==> src/rtl/instr_encoder.sv <==
// Streaming RV32 I/S/B immediate encoder with an in-order output FIFO and word-address tagging.
// Define ENCODER_CHECK_EN to enable immediate range/type checking and the sticky err flag.
module instr_encoder #(
  parameter int unsigned DEPTH  = 4,
  parameter int unsigned ADDR_W = 10
) (
  input  logic              clk,
  input  logic              rst_n,
  input  logic              in_valid,
  output logic              in_ready,
  input  logic [1:0]        imm_src,
  input  logic [31:0]       imm,
  input  logic [31:0]       base,
  input  logic              addr_ld,
  input  logic [ADDR_W-1:0] addr_val,
  output logic              out_valid,
  input  logic              out_ready,
  output logic [31:0]       out_instr,
  output logic [ADDR_W-1:0] out_addr,
  output logic              err,
  input  logic              err_clr
);

  localparam int unsigned PTR_W = (DEPTH > 1) ? $clog2(DEPTH) : 1;
  localparam int unsigned CNT_W = PTR_W + 1;

  logic [31:0]       instr_mem [DEPTH];
  logic [ADDR_W-1:0] addr_mem  [DEPTH];
  logic [PTR_W-1:0]  wr_ptr;
  logic [PTR_W-1:0]  rd_ptr;
  logic [CNT_W-1:0]  count;
  logic [ADDR_W-1:0] addr_cnt;

  logic [31:0]       enc_c;
  logic              imm_ok_c;
  logic              accept_c;
  logic              push_c;
  logic              pop_c;
  logic [ADDR_W-1:0] push_addr_c;

  // Every immediate field bit is overwritten here, so base's field bits never leak through.
  always_comb begin
    enc_c = base;
    unique case (imm_src)
      2'd1: begin
        enc_c[31:25] = imm[11:5];
        enc_c[11:7]  = imm[4:0];
      end
      2'd2: begin
        enc_c[31]    = imm[12];
        enc_c[30:25] = imm[10:5];
        enc_c[11:8]  = imm[4:1];
        enc_c[7]     = imm[11];
      end
      default: enc_c[31:20] = imm[11:0];
    endcase
  end

`ifdef ENCODER_CHECK_EN
  // Sign-extension test: the bits above the field must all replicate the field's sign bit.
  always_comb begin
    imm_ok_c = 1'b0;
    unique case (imm_src)
      2'd0, 2'd1: imm_ok_c = (&imm[31:11]) | ~(|imm[31:11]);
      2'd2:       imm_ok_c = ((&imm[31:12]) | ~(|imm[31:12])) & ~imm[0];
      default:    imm_ok_c = 1'b0;
    endcase
  end

  always_ff @(posedge clk or negedge rst_n) begin
    if (!rst_n) begin
      err <= 1'b0;
    end else if (accept_c && !imm_ok_c) begin
      err <= 1'b1;
    end else if (err_clr) begin
      err <= 1'b0;
    end
  end
`else
  logic unused_ok;
  assign imm_ok_c  = 1'b1;
  assign err       = 1'b0;
  assign unused_ok = ^{imm[31:13], err_clr};
`endif

  assign in_ready    = (count != CNT_W'(DEPTH));
  assign out_valid   = (count != CNT_W'(0));
  assign accept_c    = in_valid & in_ready;
  assign push_c      = accept_c & imm_ok_c;
  assign pop_c       = out_valid & out_ready;
  assign push_addr_c = addr_ld ? addr_val : addr_cnt;
  assign out_instr   = instr_mem[rd_ptr];
  assign out_addr    = addr_mem[rd_ptr];

  // Address counter: a load takes effect even when nothing is pushed.
  always_ff @(posedge clk or negedge rst_n) begin
    if (!rst_n) begin
      addr_cnt <= '0;
    end else if (push_c) begin
      addr_cnt <= push_addr_c + ADDR_W'(1);
    end else if (addr_ld) begin
      addr_cnt <= addr_val;
    end
  end

  always_ff @(posedge clk or negedge rst_n) begin
    if (!rst_n) begin
      wr_ptr <= '0;
      rd_ptr <= '0;
      count  <= '0;
      for (int i = 0; i < int'(DEPTH); i++) begin
        instr_mem[i] <= '0;
        addr_mem[i]  <= '0;
      end
    end else begin
      if (push_c) begin
        instr_mem[wr_ptr] <= enc_c;
        addr_mem[wr_ptr]  <= push_addr_c;
        wr_ptr            <= wr_ptr + PTR_W'(1);
      end
      if (pop_c) begin
        rd_ptr <= rd_ptr + PTR_W'(1);
      end
      if (push_c && !pop_c) begin
        count <= count + CNT_W'(1);
      end else if (!push_c && pop_c) begin
        count <= count - CNT_W'(1);
      end
    end
  end

endmodule
==> config.mk <==
export PLATFORM = sky130hd
export DESIGN_NAME = instr_encoder
export DESIGN_NICKNAME = d
export VERILOG_FILES = /design/src/rtl/instr_encoder.sv
export SDC_FILE = /design/constraint.sdc
export NUM_CORES = 1
export LEC_CHECK = 0
export BUFFER_PORTS_ARGS = -buffer_cell sky130_fd_sc_hd__buf_2
export CAP_MARGIN = 0
export CORE_MARGIN = 1.5
export CORE_UTILIZATION = 52
export DETAILED_ROUTE_END_ITERATION = 10
export PLACE_DENSITY = 0.74
export SLEW_MARGIN = 20
export SYNTH_ARGS = -nofsm -noshare
export SYNTH_HDL_FRONTEND = slang
export SYNTH_SLANG_ARGS = --single-unit
==> constraint.sdc <==
create_clock -name clk -period 2.95 [get_ports clk]
set_clock_uncertainty 0.1 [all_clocks]
set_input_delay 0.295 -clock clk [delete_from_list [all_inputs] [get_ports clk]]
set_output_delay 0.295 -clock clk [all_outputs]
set_load 0.01 [all_outputs]
After elaboration in Yosys (flattened, before gate mapping)
Index checks and enable logic that the tools add are counted.

storage, ports and cells
  memories kept = 0
  RAM bits = 0
  output and inout port bits = 45
  input port bits = 82
  bits in latches = 0
  ROM bits = 0
  register bits after elaboration = 185

operators by class
  magnitude comparators = 3
  shift operators = 0
  add/sub/neg operators = 5
  bitwise operators = 4
  reductions and logical operators = 8
  multiply operators = 0
  equality and inequality tests = 3
  div/mod/pow operators = 0
  mux-type cells = 19

operator list
  cell                   number
  $bwmux 128             1
  $mux 32                3
  $bmux 32 s2            1
  $demux 32 s2           1
  $mux 10                5
  $bwmux 40              1
  $bmux 10 s2            1
  $demux 10 s2           1
  $add 10x1->10 const B  1
  $pmux 5 s2             1
  $mux 7                 1
  $ge 3x3->1 const B     2
  $mux 3                 2
  $not 2->3              2
  $mux 5                 1
  $add 2x1->2 const B    2
  $add 3x1->3 const B    1
  $logic_and 1x1->1      3
  $lt 3x1->1 const B     1
  $ne 3x3->1 const B     1
  $reduce_bool 3->1      1
  $sub 3x1->3 const B    1
  $and 1x1->1            2
  $eq 2x1->1 const B     1
  other kinds (4)        5

Depth between registers and ports, before layout
Gate-level depths: netlist of the first run.

  depth after elaboration = 6
  mapped depth = 10

Worst setup path before layout of the first run
OpenSTA, ideal clock, no wires.

  path kind = reg2reg
  from = register count[0]
  to = register count[1]
  cell stages (with the launch flop) = 9
  required time = 2,725 ps
  slack = 509 ps
  arrival = 2,216 ps
  path buffers = 1
  library setup time = 125 ps
  path through = dfrtp_1 -> or3b_2 -> buf_2 -> nand2_1 -> inv_1 -> ha_1 -> inv_1 -> fa_1 -> mux2_2

on the way
  cells in the longest elaborated chain, start to end = 5
  elaborated cells between the ends (all ways) = 13
  those cells by class = 2 x add/sub; 1 x eq/ne; 2 x mux; 2 x bitwise; 6 x reduce/logical

RTL lines
  what                                line  source
  start: declaration                  31    logic [CNT_W-1:0] count;
  start signal: assignment            125   count <= count + CNT_W'(1);
  start signal: assignment            127   count <= count - CNT_W'(1);
  $ne 3x3->1 *                        86    assign in_ready = (count != CNT_W'(DEPTH));
  net in_ready                        10    output logic in_ready,
  $and 1x1->1 *                       88    assign accept_c = in_valid & in_ready;
  $logic_not 1->1                     126   end else if (!push_c && pop_c) begin
  $logic_and 1x1->1                   126
  $reduce_bool 2->1 (no source line)  -

The timed path passes the listed nets; every way through them passes the cells marked *. The select of a mux whose other input is x is not followed.
A chain may end at the register's enable or synchronous reset.

Worst setup path after layout of the first run
  from = register rd_ptr[0]
  to = output port out_instr[23]

on the way
  cells in the longest elaborated chain, start to end = 4

RTL lines
  what                                        line  source
  start: declaration                          30    logic [PTR_W-1:0] rd_ptr;
  start signal: assignment                    122   rd_ptr <= rd_ptr + PTR_W'(1);
  $not 2->3 (not written as such)             92    assign out_instr = instr_mem[rd_ptr];
  $bmux 32 s2                                 92
  $mux 32 (not written as such) (2 in a row)  92
  end: declaration                            18    output logic [31:0] out_instr,

Every way passes these cells. The select of a mux whose other input is x is not followed.

==> results of run 1 <==
[timing repair]
| action | 4_1_cts | 5_1_grt |
|---|---|---|
| hold buffers | 1 | 0 |
| gates resized for setup | 0 | 0 |
| endpoints found under the hold margin | 72 | 0 |
[sequential cells by signal, summed over array words and instances (netlist names)]
name,cells
addr_mem,40
rd_ptr,2
wr_ptr,2
instr_mem,128
addr_cnt,10
count,3
[layout make-up]
class                   count  area (µm²)
repair buffers            111         722
clock inverters            14         165
clock buffers              18         439
well taps                 216         270
diodes                      1        2.50
inverters                   8        30.0
flip-flops and latches    185        4630
fillers                  1213        6060
multi-input cells         341        3450
[routing by layer]
| metal | up-vias | global-route usage, % | part of all wire [%] |
|---|---|---|---|
| met5 | - | 0 | 0 |
| li1 | 2251 | - | - |
| met2 | 97 | 37.8 | 52 |
| met4 | 0 | 8.50 | 2.0 |
| met1 | 2592 | 27.8 | 42 |
| met3 | 24 | 4.79 | 4.0 |
[cells by family after synthesis]
family	share of synthesized area, %
xor gates and xnor gates	1.58
and+or+nand+nor	4.23
adders and majority gates	1.45
other	0.0451
AOI/OAI and AO/OA	3.49
buffers and inverters	2.82
muxes	30.7
DFF	55.7
[per-stage QoR]
step | total power, mW | std cells | hold slack [ns] | setup WS, ns | instance area (µm²)
after CTS | 11.5 | 893 | 0.0225 | 0.296 | 9710
after detailed placement | 9.21 | 860 | 0.253 | 0.498 | 9090
after global routing | 12.1 | 893 | 0.0288 | 0.240 | 9710
after floorplan | 7.61 | 570 | -0.101 | 0.509 | 8310
final | 11.4 | 894 | 0.0328 | 0.364 | 9710
after global placement | 8.90 | 860 | 0.231 | 0.576 | 9090
[cell usage after synthesis (all sizes together)]
library cell | count | share of area, %
a211oi | 1 | 0.090
a21oi | 6 | 0.36
a22oi | 1 | 0.090
and2 | 1 | 0.075
buf | 24 | 1.9
clkbuf | 12 | 0.54
clkinv | 1 | 0.045
conb | 1 | 0.045
dfrtp | 185 | 56
fa | 1 | 0.24
ha | 8 | 1.2
inv | 7 | 0.32
mux2 | 136 | 18
mux2i | 6 | 0.81
mux4 | 42 | 11
nand2 | 47 | 2.1
nand2b | 1 | 0.075
nand3 | 8 | 0.72
nand3b | 1 | 0.090
nand4 | 1 | 0.15
nor2 | 8 | 0.36
nor3 | 3 | 0.18
nor4 | 2 | 0.15
o21ai | 49 | 3.0
or3 | 1 | 0.075
or3b | 1 | 0.11
or4b | 1 | 0.12
xnor2 | 11 | 1.2
xor2 | 4 | 0.42
[worst paths after layout]
path | to | slack [ns] | cells past startpoint
setup / recovery | out_instr[23] | 0.36 | 3
hold / removal | instr_mem[51] | 0.03 | 2
setup reg to reg | count[1] | 0.50 | 7
hold reg to reg | addr_mem[35] | 0.38 | 2
max in group asynchronous | instr_mem[48] | 1.62 | 3
min in group asynchronous | instr_mem[99] | 0.33 | 2
[power groups by stage]
| stage | Sequential [mW] | Combinational (mW) | Clock (mW) |
|---|---|---|---|
| finish | 4.55 | 4.57 | 2.30 |
| global route | 4.73 | 4.95 | 2.43 |
| CTS | 4.57 | 4.62 | 2.33 |
| detailed placement | 4.61 | 4.59 | 0 |
| global placement | 4.46 | 4.44 | 0 |
| floorplan | 4.21 | 3.40 | 0 |
==> impl_metrics.ini, run 1 <==
[cells_and_area]
syn_to_final_growth_pct = 16.8
layout_commonest_cell = dfrtp_1
num-nets-final = 755
mostFrequentLayoutCells = dfrtp_1 (183), mux2_2 (135), buf_2 (97)
fin_util_pct = 61.6
drive_above_1_share_pct = 48.7

[die]
initial_utilization_pct = 52.7
placementRows = 46
die_h_um = 129
core_um2 = 15800
ios = 127
die_area_um2 = 16700
die_w_um = 129

[hold_path]
min_from = base[19]
hp-class = in2reg

[sta]
drv_slew = 0
finalHoldViolCount = 0
fin_setup_tns_ns = 0
worstMarginPinSlew_ns = 0.658
period_minus_slack_ns = 2.59
relSlewSlack_pct = 54.9
fmax_ghz = 0.387
period_share_pct = 87.7
rsz0062_at_grt = false
finalSetupViolCount = 0

[pwr]
sw_frac_of_total_pct = 32.9
power_frac_seq_pct = 39.9
peakVddDrop_mv = 0.649
leakagePower_nw = 4.31
pwr-share-clk_pct = 20.1
combPwrFrac_pct = 40.0
p_switching_mw = 3.76
p_int_mw = 7.66
p_per_area_nw_per_um2 = 1180

[clock_tree]
cts-root-buf = clkbuf_16
cts_tree = yes
cts_num_sinks = 185
cts_htree_levels = 4
cts_made_buffers = 17
post_cts_buffers = 0
cts.clk_slew.worst_paths_ns = 0.07
insertion_delay_ns = 0.43
clk_path_buf_depth = 2

[synth]
syn_area_um2 = 8310
yosysWarnings = 0
synth_nets = 661
syn_area_per_cell_um2 = 14.6
ys_types = 34
synth-seq-cells = 185
synthCells = 570
ys_seq_area_share_pct = 55.7

[drt]
vias = 4964
wire_per_inst_um = 19.2
drc = 0
first_pass_iters = 6
dr.first_iter.drc_count = 177
vias_per_cell = 5.55
wirelength_um = 17100
antenna_left = 0

[run]
drv_cap = 0

[global_routing]
grtUsageTotal_pct = 22.1
grt_remaining_overflow = 0
grt_max_degree = 75
grt_pass1_wl_um = 27700
antenna_found_initial = 1
first_global_vias = 5431

[worst_setup_path]
required_ns = 2.56
crit_start = rd_ptr[0]
crit_buf_inv = 2
cp_cell_sequence = buf_12 -> mux4_2 -> buf_2
worstPathArrival_ns = 2.19
cpPeakStageDelay_ns = 0.73
cp_max_fo = 24
endpoint_kind = output port
worst_path_max_delay_cell = dfrtp_4
crit_type = reg2out
crit_family = flip-flops
reg2reg_from = count[0]
crit_path_start_kind = register

[place]
dp_hpwl_um = 11400
gp_congestion = 0.742
portBuffers = 98

[run_status]
status = completed
Power figures use the tool's default switching activity.
==> run 2, diff against run 1 <==
Settings changed: ABC_AREA set to 1.
==> impl_metrics.ini, run 2 <==
[place]
dp_cells = 1276
portBuffers = 98
dp_hpwl_um = 11900
placed_cell_area_um2 = 9090
gp_congestion = 0.797

[die]
core_um2 = 16100
ios = 127
die_w_um = 132
die_area_um2 = 17400
die_h_um = 132
placementRows = 46
initial_utilization_pct = 53.8

[cells_and_area]
postLayoutCellArea_um2 = 9670
mostFrequentLayoutCells = nand2_1 (319), o21ai_0 (204), dfrtp_1 (184)
drive_above_1_share_pct = 15.6
fin_cells = 1309
num-nets-final = 1171
top_register = instr_mem
syn_to_final_growth_pct = 11.8
largest_reg_flops = 128
largestRegisters = instr_mem (128), addr_mem (40), addr_cnt (10)
n_antenna_cell = 0
layout_commonest_cell = nand2_1

[run_status]
status = completed

[pwr]
p_switching_mw = 4.41
p_per_area_nw_per_um2 = 1140
total_power_mw = 11.0
power_frac_seq_pct = 39.1
pwr-share-clk_pct = 20.0
sw_frac_of_total_pct = 40.1
combPwrFrac_pct = 40.9
p_int_mw = 6.61
peakVddDrop_mv = 0.874
leakagePower_nw = 4.86

[clock_tree]
cts_made_buffers = 17
cts_tree = yes
ctsHoldBuffers = 1
insertion_delay_ns = 0.43
cts_htree_levels = 4
cts_num_sinks = 185
cts_resized = 0
post_cts_buffers = 0
cts.clk_slew.worst_paths_ns = 0.06
cts-root-buf = clkbuf_16
clk_path_buf_depth = 2

[worst_setup_path]
cp_max_fo = 28
reg2reg_from = count[0]
worstPathArrival_ns = 2.12
r2r-end = count[2]
crit_path_start_kind = register
crit_start = rd_ptr[1]
required_ns = 2.56
endpoint_kind = output port
crit_path_end = out_addr[0]
reg2reg_slack_ns = 0.85
crit_type = reg2out
r2r_cells = 9

[synth]
synth_nets = 1103
synth.most_common_cell = nand2_1
synthArstFlopShare_pct = 100
yosys-top-cells-area = dfrtp_1 (54%), nand2_1 (14%), o21ai_0 (12%), nor2_1 (3.9%), o22ai_1 (3.0%)
syn_area_per_cell_um2 = 8.54
synth_edf_count = 0
yosys.area.top_type = dfrtp_1
synthCells = 1012
yosysWarnings = 0
ys_top_cells_by_count = nand2_1 (319), o21ai_0 (204), dfrtp_1 (185)
synth.top_cell.area_share_pct = 53.5
ys_seq_area_share_pct = 53.5
ys_dominant_reg_cell = dfrtp_1
ys_types = 31
synth-seq-cells = 185
syn_area_um2 = 8650

[drt]
wire_per_inst_um = 15.3
vias_per_cell = 5.31
drt-met1-wl_um = 9350
topRoutingLayerUsed = met4
wl_met2_um = 9410
vias = 6946
dr.first_iter.drc_count = 503
dr_wl_met3_um = 902
antenna_left = 0
first_pass_iters = 5
wirelength_um = 20000
drc = 0

[global_routing]
grt_max_degree = 74
first_global_vias = 6555
antenna_found_initial = 0
grtUsageTotal_pct = 23.9
grt_remaining_overflow = 0
grt_pass1_wl_um = 33200

[sta]
fmax_ghz = 0.398
drv_slew = 0
period_share_pct = 85.2
rsz0062_at_grt = false
worstMarginPinSlew_ns = 0.684
finalHoldViolCount = 0
relSlewSlack_pct = 53.9
finalSetupViolCount = 0
period_minus_slack_ns = 2.51
fin_setup_tns_ns = 0

[run]
drv_cap = 0

[hold_path]
hp-class = in2reg
[run 2: cell count changes in the layout (fill, tap and decap cells not counted), moves of 31 or more]
| cell | before | now |
|---|---|---|
| nand2_1 | 47 | 319 |
| o21ai_0 | 49 | 204 |
| mux2_2 | 135 | 2 |
| nor2_1 | 8 | 90 |
| mux4_2 | 42 | 0 |
| o22ai_1 | 0 | 42 |
| inv_1 | 7 | 38 |
[run 2: worst min-delay path by stage]
stage | slack (ns) | endpoint | cells past startpoint | start
after global placement | 0.26 | instr_mem[36] | 1 | rst_n
after global routing | 0.07 | addr_cnt[1] | 3 | addr_val[1]
after CTS | 0.03 | addr_cnt[1] | 3 | addr_val[1]
after detailed placement | 0.25 | instr_mem[4] | 1 | rst_n
final | 0.04 | addr_cnt[1] | 3 | addr_val[1]
after floorplan | -0.10 | addr_cnt[0] | 0 | rst_n
[run 2: stage by stage]
stage	utilization (%)	hold WS [ns]	setup slack (ns)
floorplan	-	-0.101	0.947
global placement	56.6	0.262	0.889
detailed placement	56.6	0.249	0.785
CTS	60.2	0.0348	0.468
global route	60.2	0.0721	0.263
finish	60.2	0.0449	0.436
[run 2: area by class of cell]
| class | instances | area (µm²) |
|---|---|---|
| clock inverter | 7 | 63.8 |
| tap | 216 | 270 |
| multi-input combinational | 719 | 3380 |
| sequential | 185 | 4630 |
| fill | 1446 | 6390 |
| timing repair buffer | 111 | 634 |
| inverter | 46 | 180 |
| clock buffer | 25 | 505 |
[run 2: critical path: stages, from the launching register on]
cell and delay, ns:
dfrtp_1 0.56, inv_1 0.15, buf_4 0.36, o21ai_0 0.15, o22ai_1 0.26, buf_2 0.20
[run 2: power by group through the flow]
stage	clock network [mW]	logic [mW]	registers, mW
2_1_floorplan	0	3.33	4.13
3_3_place_gp	0	4.41	4.29
3_5_place_dp	0	4.52	4.33
4_1_cts	2.24	4.54	4.30
5_1_grt	2.34	5.11	4.45
6_report	2.21	4.51	4.30
[run 2: logic make-up (layout without fill, tap and decap cells)]
kind of cell               Yosys count  in the layout  share of synthesized area (%)
and+or+nand+nor                    441            441                           21.0
AOI/OAI and AO/OA                  256            256                           15.4
DFF                                185            185                           53.5
buffers and inverters              108            189                           7.37
xor gates and xnor gates            10             10                           1.01
adders and majority gates            9              9                           1.39
muxes                                2              2                          0.260
other                                1              1                         0.0434
[run 2: routing by layer]
metal	GRT usage [%]	vias to the layer above
li1	-	3422
met1	33.7	3328
met2	37.7	173
met3	3.77	23
met4	8.64	0
met5	0	-
